`src/rtl/adc_serial_responder_pkg.sv`:
```
// adc_serial_responder_pkg: frame state encodings and default link geometry shared by
// the responder, the ADC receiver and the bench.
package adc_serial_responder_pkg;
   localparam int DATA_W_DEF      = 12;
   localparam int LEAD_ZEROS_DEF  = 4;
   localparam int FIFO_DEPTH_DEF  = 4;
   localparam int SYNC_STAGES_DEF = 2;
   typedef enum logic [1:0] {IDLE, LEAD, DATA, TAIL} state_t;
   function automatic int level_w(input int depth);
      return $clog2(depth) + 1;
   endfunction
endpackage

```
`src/rtl/adc_serial_responder_if.sv`:
```
// adc_serial_responder_if: sample push port plus the serial link toward the ADC receiver.
interface adc_serial_responder_if
   import adc_serial_responder_pkg::*;
#(
   parameter int DATA_W     = DATA_W_DEF,
   parameter int FIFO_DEPTH = FIFO_DEPTH_DEF
);
   logic                             CS;
   logic                             sclk_in;
   logic [DATA_W-1:0]                sample_in;
   logic                             sample_valid;
   logic                             sample_ready;
   logic                             data_ADC;
   logic                             data_oe;
   logic                             frame_done;
   logic                             underrun;
   logic                             abort;
   logic [level_w(FIFO_DEPTH)-1:0]   fifo_level;
   modport master (
      output CS, sclk_in, sample_in, sample_valid,
      input  sample_ready, data_ADC, data_oe, frame_done, underrun, abort, fifo_level
   );
   modport slave (
      input  CS, sclk_in, sample_in, sample_valid,
      output sample_ready, data_ADC, data_oe, frame_done, underrun, abort, fifo_level
   );
endinterface

```
`src/rtl/adc_serial_responder_sync_edge_det.sv`:
```
// sync_edge_det: multi-stage synchroniser for an asynchronous pin; exposes the synced level
// and a one-cycle change pulse, from which rise/fall are (chg & lvl) and (chg & ~lvl).
module sync_edge_det
   import adc_serial_responder_pkg::*;
#(
   parameter int STAGES = SYNC_STAGES_DEF
) (
   input  logic clock_In,
   input  logic Reset,
   input  logic d,
   output logic lvl,
   output logic chg
);
   logic [STAGES-1:0] s;
   logic              prev;
   always_ff @(posedge clock_In)
      if (Reset) begin
         s    <= '0;
         prev <= 1'b0;
      end else begin
         s    <= {s[STAGES-2:0], d};
         prev <= s[STAGES-1];
      end
   assign lvl = s[STAGES-1];
   assign chg = lvl ^ prev;
endmodule

```
`src/rtl/adc_serial_responder.sv`:
```
// adc_serial_responder: buffers samples and shifts LEAD_ZEROS zeros then the sample MSB-first
// on each synchronised sclk fall while CS is low, emulating the serial ADC transmitter.
module adc_serial_responder
   import adc_serial_responder_pkg::*;
#(
   parameter int DATA_W      = DATA_W_DEF,
   parameter int LEAD_ZEROS  = LEAD_ZEROS_DEF,
   parameter int FIFO_DEPTH  = FIFO_DEPTH_DEF,
   parameter int SYNC_STAGES = SYNC_STAGES_DEF
) (
   input logic                   clock_In,
   input logic                   Reset,
   adc_serial_responder_if.slave bus
);
   localparam int PW = $clog2(FIFO_DEPTH);
   localparam int LW = level_w(FIFO_DEPTH);
   localparam int KW = $clog2(LEAD_ZEROS + DATA_W + 1);
   localparam logic [KW-1:0] K_MSB = KW'(LEAD_ZEROS - 1);
   localparam logic [KW-1:0] K_END = KW'(LEAD_ZEROS + DATA_W - 1);
   localparam logic [LW-1:0] FULL  = LW'(FIFO_DEPTH);
   state_t            state;
   logic [KW-1:0]     k;
   logic [DATA_W-1:0] shreg;
   logic [DATA_W-1:0] mem [FIFO_DEPTH];
   logic [PW-1:0]     wr_ptr, rd_ptr;
   logic              cs_lvl, cs_chg, sclk_lvl, sclk_chg;
   logic              cs_rise, cs_fall, sclk_fall, empty, push, pop;
   logic [LW-1:0]     level_nx;
   sync_edge_det #(.STAGES(SYNC_STAGES)) u_cs (
      .clock_In(clock_In), .Reset(Reset), .d(bus.CS), .lvl(cs_lvl), .chg(cs_chg)
   );
   sync_edge_det #(.STAGES(SYNC_STAGES)) u_sclk (
      .clock_In(clock_In), .Reset(Reset), .d(bus.sclk_in), .lvl(sclk_lvl), .chg(sclk_chg)
   );
   always_comb begin
      cs_rise   = cs_chg & cs_lvl;
      cs_fall   = cs_chg & ~cs_lvl;
      sclk_fall = sclk_chg & ~sclk_lvl;
      empty     = bus.fifo_level == '0;
      push      = bus.sample_valid & bus.sample_ready;
      pop       = (state == IDLE) & cs_fall & ~empty;
      level_nx  = bus.fifo_level + LW'(push) - LW'(pop);
   end
   always_ff @(posedge clock_In)
      if (push) mem[wr_ptr] <= bus.sample_in;
   always_ff @(posedge clock_In)
      if (Reset) begin
         state            <= IDLE;
         k                <= '0;
         shreg            <= '0;
         wr_ptr           <= '0;
         rd_ptr           <= '0;
         bus.data_ADC     <= 1'b0;
         bus.data_oe      <= 1'b0;
         bus.frame_done   <= 1'b0;
         bus.underrun     <= 1'b0;
         bus.abort        <= 1'b0;
         bus.sample_ready <= 1'b1;
         bus.fifo_level   <= '0;
      end else begin
         bus.frame_done   <= 1'b0;
         bus.underrun     <= 1'b0;
         bus.abort        <= 1'b0;
         bus.fifo_level   <= level_nx;
         bus.sample_ready <= level_nx != FULL;
         if (push) wr_ptr <= wr_ptr + 1'b1;
         if (pop) rd_ptr <= rd_ptr + 1'b1;
         case (state)
            IDLE:
               if (cs_fall) begin
                  shreg        <= empty ? '0 : mem[rd_ptr];
                  bus.underrun <= empty;
                  k            <= '0;
                  bus.data_oe  <= 1'b1;
                  bus.data_ADC <= 1'b0;
                  state        <= LEAD;
               end
            LEAD, DATA:
               // CS rise outranks a coincident sclk fall; the popped sample is dropped
               if (cs_rise) begin
                  state        <= IDLE;
                  bus.data_ADC <= 1'b0;
                  bus.data_oe  <= 1'b0;
                  bus.abort    <= 1'b1;
               end else if (sclk_fall) begin
                  k <= k + 1'b1;
                  if (state == LEAD) begin
                     if (k == K_MSB) begin
                        bus.data_ADC <= shreg[DATA_W-1];
                        state        <= DATA;
                     end
                  end else begin
                     shreg          <= shreg << 1;
                     bus.data_ADC   <= (k == K_END) ? 1'b0 : shreg[DATA_W-2];
                     bus.frame_done <= k == K_END;
                     if (k == K_END) state <= TAIL;
                  end
               end
            TAIL:
               if (cs_rise) begin
                  state       <= IDLE;
                  bus.data_oe <= 1'b0;
               end
            default: state <= IDLE;
         endcase
      end
endmodule

```
`src/flat_wrapper.sv`:
```
// flat-port wrapper written by rule: the top's interface ports become plain ports
module adc_serial_responder_flat import adc_serial_responder_pkg::*;
#(
   parameter int DATA_W      = DATA_W_DEF,
   parameter int LEAD_ZEROS  = LEAD_ZEROS_DEF,
   parameter int FIFO_DEPTH  = FIFO_DEPTH_DEF,
   parameter int SYNC_STAGES = SYNC_STAGES_DEF
)
  (clock_In, Reset, bus_CS, bus_sclk_in, bus_sample_in, bus_sample_valid, bus_sample_ready, bus_data_ADC, bus_data_oe, bus_frame_done, bus_underrun, bus_abort, bus_fifo_level);
  adc_serial_responder_if #(.DATA_W(DATA_W), .FIFO_DEPTH(FIFO_DEPTH)) bus_i ();
  input logic clock_In;
  input logic Reset;
  input wire logic [$bits(bus_i.CS)-1:0] bus_CS;
  input wire logic [$bits(bus_i.sclk_in)-1:0] bus_sclk_in;
  input wire logic [$bits(bus_i.sample_in)-1:0] bus_sample_in;
  input wire logic [$bits(bus_i.sample_valid)-1:0] bus_sample_valid;
  output wire logic [$bits(bus_i.sample_ready)-1:0] bus_sample_ready;
  output wire logic [$bits(bus_i.data_ADC)-1:0] bus_data_ADC;
  output wire logic [$bits(bus_i.data_oe)-1:0] bus_data_oe;
  output wire logic [$bits(bus_i.frame_done)-1:0] bus_frame_done;
  output wire logic [$bits(bus_i.underrun)-1:0] bus_underrun;
  output wire logic [$bits(bus_i.abort)-1:0] bus_abort;
  output wire logic [$bits(bus_i.fifo_level)-1:0] bus_fifo_level;
  assign bus_i.CS = bus_CS;
  assign bus_i.sclk_in = bus_sclk_in;
  assign bus_i.sample_in = bus_sample_in;
  assign bus_i.sample_valid = bus_sample_valid;
  assign bus_sample_ready = bus_i.sample_ready;
  assign bus_data_ADC = bus_i.data_ADC;
  assign bus_data_oe = bus_i.data_oe;
  assign bus_frame_done = bus_i.frame_done;
  assign bus_underrun = bus_i.underrun;
  assign bus_abort = bus_i.abort;
  assign bus_fifo_level = bus_i.fifo_level;
  adc_serial_responder #(.DATA_W(DATA_W), .LEAD_ZEROS(LEAD_ZEROS), .FIFO_DEPTH(FIFO_DEPTH), .SYNC_STAGES(SYNC_STAGES)) u_core (.clock_In(clock_In), .Reset(Reset), .bus(bus_i));
endmodule
```
`config.mk`:
```
export PLATFORM = sky130hd
export DESIGN_NAME = adc_serial_responder_flat
export DESIGN_NICKNAME = d
export VERILOG_FILES = /design/src/rtl/adc_serial_responder_pkg.sv /design/src/rtl/adc_serial_responder_if.sv /design/src/rtl/adc_serial_responder_sync_edge_det.sv /design/src/rtl/adc_serial_responder.sv /design/src/flat_wrapper.sv
export SDC_FILE = /design/constraint.sdc
export NUM_CORES = 1
export LEC_CHECK = 0
export CORE_MARGIN = 4
export CORE_UTILIZATION = 52
export CTS_CLUSTER_DIAMETER = 60
export DETAILED_ROUTE_END_ITERATION = 8
export GPL_TIMING_DRIVEN = 0
export PLACE_DENSITY_LB_ADDON = 0.08
export SLEW_MARGIN = 30
export SYNTH_ARGS = -nofsm -noshare
export SYNTH_HDL_FRONTEND = slang
export SYNTH_HIERARCHICAL = 1
export SYNTH_SLANG_ARGS = --single-unit
```
`constraint.sdc`:
```
create_clock -name clock_In -period 2.5 [get_ports clock_In]
set_clock_uncertainty 0.2 [all_clocks]
set_input_delay 0.25 -clock clock_In [delete_from_list [all_inputs] [get_ports clock_In]]
set_output_delay 0.25 -clock clock_In [all_outputs]
set_load 0.02 [all_outputs]
```
Yosys cells after proc, flatten, opt, wreduce, memory -nomap -nowiden
Memory sizes are Yosys's and may differ from the RTL's. A register that Yosys moved wholly into a read port is not among the register bits.
Cells that the tools add are included.
Widths: inputs -> output; s select.

word-level totals
  bits in registers = 38
  bits in writable memories = 48
  input bits = 17
  output and inout bits = 9
  word-level logic and storage cells = 98
  memories kept = 1

memory list
  memory      depth  bits a word  read ports  clocked after Yosys merged registers in  write ports  line                        source
  u_core.mem  4      12           1           1                                        1            adc_serial_responder.sv:24  logic [DATA_W-1:0] mem [FIFO_DEPTH];

cells by class
  add/subtract/negate cells = 5
  eq/ne operators = 15
  multiplexer cells = 33
  bitwise operators = 15
  reduce and logical (&&, ||, !) cells = 13

operator list
  operator             count
  $mux 12              5
  $pmux 12 s2          1
  $mux 2               9
  $mux 5               3
  $mux 1               11
  $pmux 5 s2           1
  $reduce_and 5->1     2
  $ne 2x1->1 const B   4
  $reduce_and 4->1     2
  $not 1->1            7
  $and 1x1->1          6
  $pmux 2 s3           1
  $reduce_or 3->1      2
  $add 5x1->5 const B  1
  $eq 5x2->1 const B   1
  $eq 5x4->1 const B   1
  $reduce_or 5->1      1
  $add 2x1->2 const B  2
  $eq 2x2->1 const B   2
  $ne 2x2->1 const B   2
  $ne 4x1->1 const B   1
  $ne 4x3->1 const B   1
  $pmux 1 s2           2
  $reduce_or 2->1      2
  10 further kinds     11

Longest topological paths before layout
  depth in word-level cells = 6
  gate-level depth with buffers = 13

Modules after synthesis
The synthesis kept the hierarchy.

modules (own cells, without submodules)
  module                instances  cells an instance  area an instance (um^2)
  adc_serial_responder  1          247                3462.1
  sync_edge_det         2          7                  87.6

Least setup slack after synthesis
No wires, ideal clock.

  path kind = reg2reg
  start point = register u_core.u_cs.s[1]
  end point = register u_core.bus.sample_ready
  setup time = 117 ps
  arrival time = 2270 ps
  slack = -87 ps
  cell stages (with the launch flop) = 12
  path buffers = 0
  period minus slack after synthesis = 2587 ps
  cells stage by stage = dfxtp_1 > xor2_1 > nand3b_1 > nor2b_1 > ha_1 > inv_1 > ha_1 > fa_1 > xnor2_1 > xnor2_1 > nor2_1 > nand2_1

between the ends
  longest elaborated chain between the ends = 6
  elaborated cells between the ends (all ways) = 7
  classes of those cells = add/sub: 1; eq/ne: 1; bitwise: 5

ends and longest elaborated chain
  what                       line                                      source
  start: declaration         adc_serial_responder_sync_edge_det.sv:14  logic [STAGES-1:0] s;
  start signal: assignment   adc_serial_responder_sync_edge_det.sv:21  s <= {s[STAGES-2:0], d};
  $xor 1x1->1                adc_serial_responder_sync_edge_det.sv:25  assign chg = lvl ^ prev;
  via u_core.cs_chg          adc_serial_responder.sv:26                logic cs_lvl, cs_chg, sclk_lvl, sclk_chg;
  $and 1x1->1                adc_serial_responder.sv:37                cs_fall = cs_chg & ~cs_lvl;
  $and 1x1->1 (2 in series)  adc_serial_responder.sv:41                pop = (state == IDLE) & cs_fall & ~empty;
  via u_core.pop             adc_serial_responder.sv:27                logic cs_rise, cs_fall, sclk_fall, empty, push, pop;
  $sub 3x1->3                adc_serial_responder.sv:42                level_nx = bus.fifo_level + LW'(push) - LW'(pop);
  $ne 3x3->1                 adc_serial_responder.sv:65                bus.sample_ready <= level_nx != FULL;
  end signal: assignment     adc_serial_responder.sv:58                bus.sample_ready <= 1'b1;
  end signal: assignment     adc_serial_responder.sv:65
  end: declaration           adc_serial_responder_if.sv:25             output sample_ready, data_ADC, data_oe, frame_done, underrun, abort, fifo_level

The timed path passes the listed nets, and every way through them passes these cells.
A chain may end at the register's enable or synchronous reset.

Worst setup path in the final report
  start point = register u_core.state[1]
  end point = register u_core.bus.sample_ready

between the ends
  longest elaborated chain between the ends = 5

ends and longest elaborated chain
  what                       line                        source
  start: declaration         adc_serial_responder.sv:21  state_t state;
  start signal: assignment   adc_serial_responder.sv:48  state <= IDLE;
  start signal: assignment   adc_serial_responder.sv:76  state <= LEAD;
  start signal: assignment   adc_serial_responder.sv:81  state <= IDLE;
  $logic_not 2->1            adc_serial_responder.sv:41
  $and 1x1->1 (2 in series)  adc_serial_responder.sv:41
  via u_core.pop             adc_serial_responder.sv:27
  $sub 3x1->3                adc_serial_responder.sv:42
  $ne 3x3->1                 adc_serial_responder.sv:65

The timed path passes the listed nets, and every way through them passes these cells.

==> summary.md <==
| Metric | Value |
|---|---|
| Power spent charging and discharging nets | 1.40 mW |
| Portion of total power attributed to sequential cells | 43.0% |
| Total congestion overflow | 0 |
| Fraction of the cycle the final worst path needs | 98.7% |
| Ys Warns | 6 |
| Worst R2R Start | u_core/state[1] |
| Startpoint type of the worst setup path | flip-flop |
| Synthesized instance count | 261 |
| Most common library cell in the layout ignoring fill and taps | sky130_fd_sc_hd__edfxtp_1 |
| Share of synthesized registers carrying an async set or reset | 0% |
| Final Wtd Congestion | 0.794 |
| Post-route ant nets | 0 |
| Die area | 0.00840 mm² |
| Std-Cell Core Area | a little under 0.007 mm² |
| Area growth from synthesis to layout | 21.6% |
| Horiz. Die Dim | 91.6 µm |
| Clock slew seen by the registers of the worst setup and hold paths | roughly 0.090 ns |
| Final max-slew violation count | 0 |
| Total via count in the routed design | 2163 |
| Bufs and invs on worst path | 3 |
| Max_slew headroom | 54.8% |
| Run status | finished, final reports clean |
| Wire per inst | 16.0 µm |
| Leakage power | 1.51 nW |
| Number of instances in the placed design | 382 |
| Req. time, crit path | 2.54 ns |
| Estimated wirelength of the detail-placed design | 4160 µm |
| Std-Cell Rows | 30 |
| CTS tree | built |
| Pre-CTS setup slack | -0.250 ns |
| Drt via density | 5.24 |
| Worst R2R Path Depth | 13 |
| Hold Crit Endpoint | u_core/u_cs/s[1] |
| Violation count after the first detailed-route iteration | 103 |
| Data arrival time of the worst path | around 2.5 ns |
| All-layer global routing usage | 16.2% |
| Peak clock frequency supported by timing | 405 MHz |
| Top Ports | 26 |
| Worst setup path class | reg -> reg |
| Unrepaired setup endpoints after global routing | true |
| Critical-path cell list | inv_2, ha_4, buf_6, nand3b_1, nor2b_4, ha_4, inv_2, ha_4, fa_2, xnor2_2, xnor2_1, nor2_1, nand2_1 |
| Most repeated library cell on the critical path | sky130_fd_sc_hd__ha_4 |
| First-pass GRT wire length | 10500 µm |
| Internal power | 3.04 mW |
| R2R setup slack | 0.03 ns |
| CTS Sinks | 88 |
| Cell Pwr Density | 1000 mW/mm² |
| Share of final-layout standard cells stronger than drive strength 1 | around a quarter |
| Detailed Route WL | roughly 6600 µm |
| Number of distinct standard cells referenced by the synthesized netlist | 45 |
| Total count of hold-check failures in the final report | 0 |
| Class of the worst hold path | reg -> reg |
| Maximum single-stage delay on the critical path | between 0.3 and 0.4 ns |
| Cell area after synthesis | 0.00364 mm² |
| Slowest library cell on the worst path | sky130_fd_sc_hd__fa_2 |
| Count of buffers inserted at the top-level ports | 25 |
| Most frequent cells in the layout | 48 x sky130_fd_sc_hd__edfxtp_1, 35 x sky130_fd_sc_hd__dfxtp_1, 25 x sky130_fd_sc_hd__clkdlybuf4s50_1, 23 x sky130_fd_sc_hd__nor2_1, 17 x sky130_fd_sc_hd__buf_4 |
| Startpoint of the worst hold path | u_core/u_cs/s[0] |
| Worst slew pin tran | about 0.68 ns |
| Hold Path Cell Cnt | 1 |
| Fraction of the yosys area taken by sequential cells | just over 60% |
| Later-pin clock latency in the skew report | 0.35 ns |
| Final-report setup violation count | 0 |
| Syn_nets | between 200 and 300 |
| Gate power share | 32.4% |
| Count of flip-flops with a built-in enable after synthesis | 48 |
| Vias in the first global route | approximately 2100 |
| Nets | approximately 340 |
| Clk pwr share | about a quarter |
| Count of maximum capacitance violations | 0 |
| Clock period minus final worst setup slack | roughly 2.5 ns |
| Synth Flop Type | sky130_fd_sc_hd__edfxtp_1 |
| Dominant delay contributor by cell family on the critical path | adder cells |
| Number of antenna diodes | 0 |
| Final routed DRC violation total | 0 |
| Synthesis-stage register bit count | between 80 and 90 |
| Setup Total Neg Slack | 0 ns |
| Number of clock buffers inserted by TritonCTS | 9 |
| Maximum number of pins on one net before global-route repair | 17 |
| Number of antenna violations at the first check in global routing | 0 |
| Initial core utilization | 53.5% |
| Maximum fanout encountered on the critical timing path | 6 |
| CP Capture Type | flip-flop |
| End-of-flow core utilization | 65.1% |
| Critical R2R Capture | u_core/bus.sample_ready |
| Setup slack of the critical path after layout | 0.0334 ns |
| Longest Clk Path Bufs | 2 |
| Sw Ratio | 31.5% |
| Clk Tree Root Cell | sky130_fd_sc_hd__clkbuf_8 |
| Syn_area_per_cell | 13.9 µm² |
| First drt pass iteration count | 4 |
| Max H-tree Level | 3 |
| Height of the die | 91.6 µm |
| Peak supply drop | around 0.44 mV |
| Cell Count, Final, Fillers Out | just over 400 |
| Worst slack on hold paths | 0.249 ns |
[worst register-to-register path, delay by kind of cell, from the launching register on]
| family | cells | cell delay, ns |
|---|---|---|
| and+or+nand+nor | 4 | 0.41 |
| adders and majority gates | 4 | 0.94 |
| DFF | 1 | 0.35 |
| buffers and inverters | 3 | 0.22 |
| xor gates and xnor gates | 2 | 0.27 |
[cells in the mapped netlist (all sizes together) (2+ instances only)]
cell type	number	area share, %
nor3	2	0.28
nand3	3	0.41
o31ai	2	0.41
edfxtp	48	40
a211oi	11	3.7
a2bb2oi	2	0.48
nand2	8	0.83
nor2	23	2.4
and3	5	0.86
xnor2	6	1.4
a21oi	10	1.4
xor2	2	0.48
o21ai	4	0.55
inv	12	1.2
a22oi	10	2.1
buf	8	1.3
mux4	12	7.4
nor2b	11	1.9
dfxtp	40	22
nand3b	4	0.83
ha	11	3.8
nand2b	6	1.0
clkbuf	4	0.41
[stage by stage]
stage	instance area (µm²)	power [mW]
finish	4420	4.43
global route	4420	4.70
CTS	4310	4.31
detailed placement	4020	3.17
global placement	4020	3.14
floorplan	3650	2.83
[power by group through the flow]
stage          Clock, mW  Combinational (mW)  Sequential [mW]
2_1_floorplan          0               0.887             1.95
3_3_place_gp           0                1.22             1.93
3_5_place_dp           0                1.23             1.94
4_1_cts             1.12                1.29             1.90
5_1_grt             1.18                1.58             1.93
6_report            1.09                1.44             1.90
[worst max path at each step]
stage          cells past startpoint                startpoint  slack (ns)                       to
3_5_place_dp                      11          u_core/u_cs/s[1]       -0.25  u_core/bus.sample_ready
4_1_cts                           10  u_core/bus.fifo_level[1]        0.01  u_core/bus.sample_ready
3_3_place_gp                      11          u_core/u_cs/s[1]       -0.24  u_core/bus.sample_ready
6_report                          13           u_core/state[1]        0.03  u_core/bus.sample_ready
5_1_grt                           13           u_core/state[1]       -0.09  u_core/bus.sample_ready
2_1_floorplan                     13           u_core/state[0]       0.004  u_core/bus.sample_ready
[area by class of cell]
class                      instances  area, µm²
timing repair buffer              40        363
clock inverter                     7        103
fill                             515       2370
tap                               96        120
clock buffer                       9        124
buffer                            12       65.1
multi-input combinational        149       1360
sequential                        88       2250
inverter                          12       45.0
[state kept, by name, summed over array words and instances (netlist names), 2 cells and up, named ones only]
| name | count |
|---|---|
| u_core/mem | 48 |
| u_core/shreg | 12 |
| u_core/k | 5 |
| u_core/bus.fifo_level | 3 |
| u_core/rd_ptr | 2 |
| u_core/state | 2 |
| u_core/u_cs/s | 2 |
| u_core/u_sclk/s | 2 |
| u_core/wr_ptr | 2 |
[repair_timing]
action / CTS / global route
hold buffers: 0 / 0
endpoints found under the setup margin: 3 / 4
resized for setup: 5 / 14
pin swaps: 2 / 8
setup buffers: 7 / 8
[layer usage]
layer  vias to the layer above  part of all wire [%]  wire length [µm]  global-route usage, %
met5                         -                     0                 0                      0
met4                         0                  0.85                56                   7.54
met3                         7                   2.7               175                   3.12
met2                        29                    50              3300                   26.4
met1                      1056                    46              3070                   21.0
li1                       1071                     -                 -                      -
[logic make-up (layout without fill, tap and decap cells)]
family          after synthesis  after routing  synth area share [%]
buf+inv                      24             80                  2.92
mux                          14             14                  8.36
compound gates               45             45                  10.7
simple gates                 70             70                  10.1
fa+ha+maj                    12             12                  4.33
xor+xnor                      8              8                  1.93
flops                        88             88                  61.6
No activity file was read; power rests on OpenSTA's default activity.
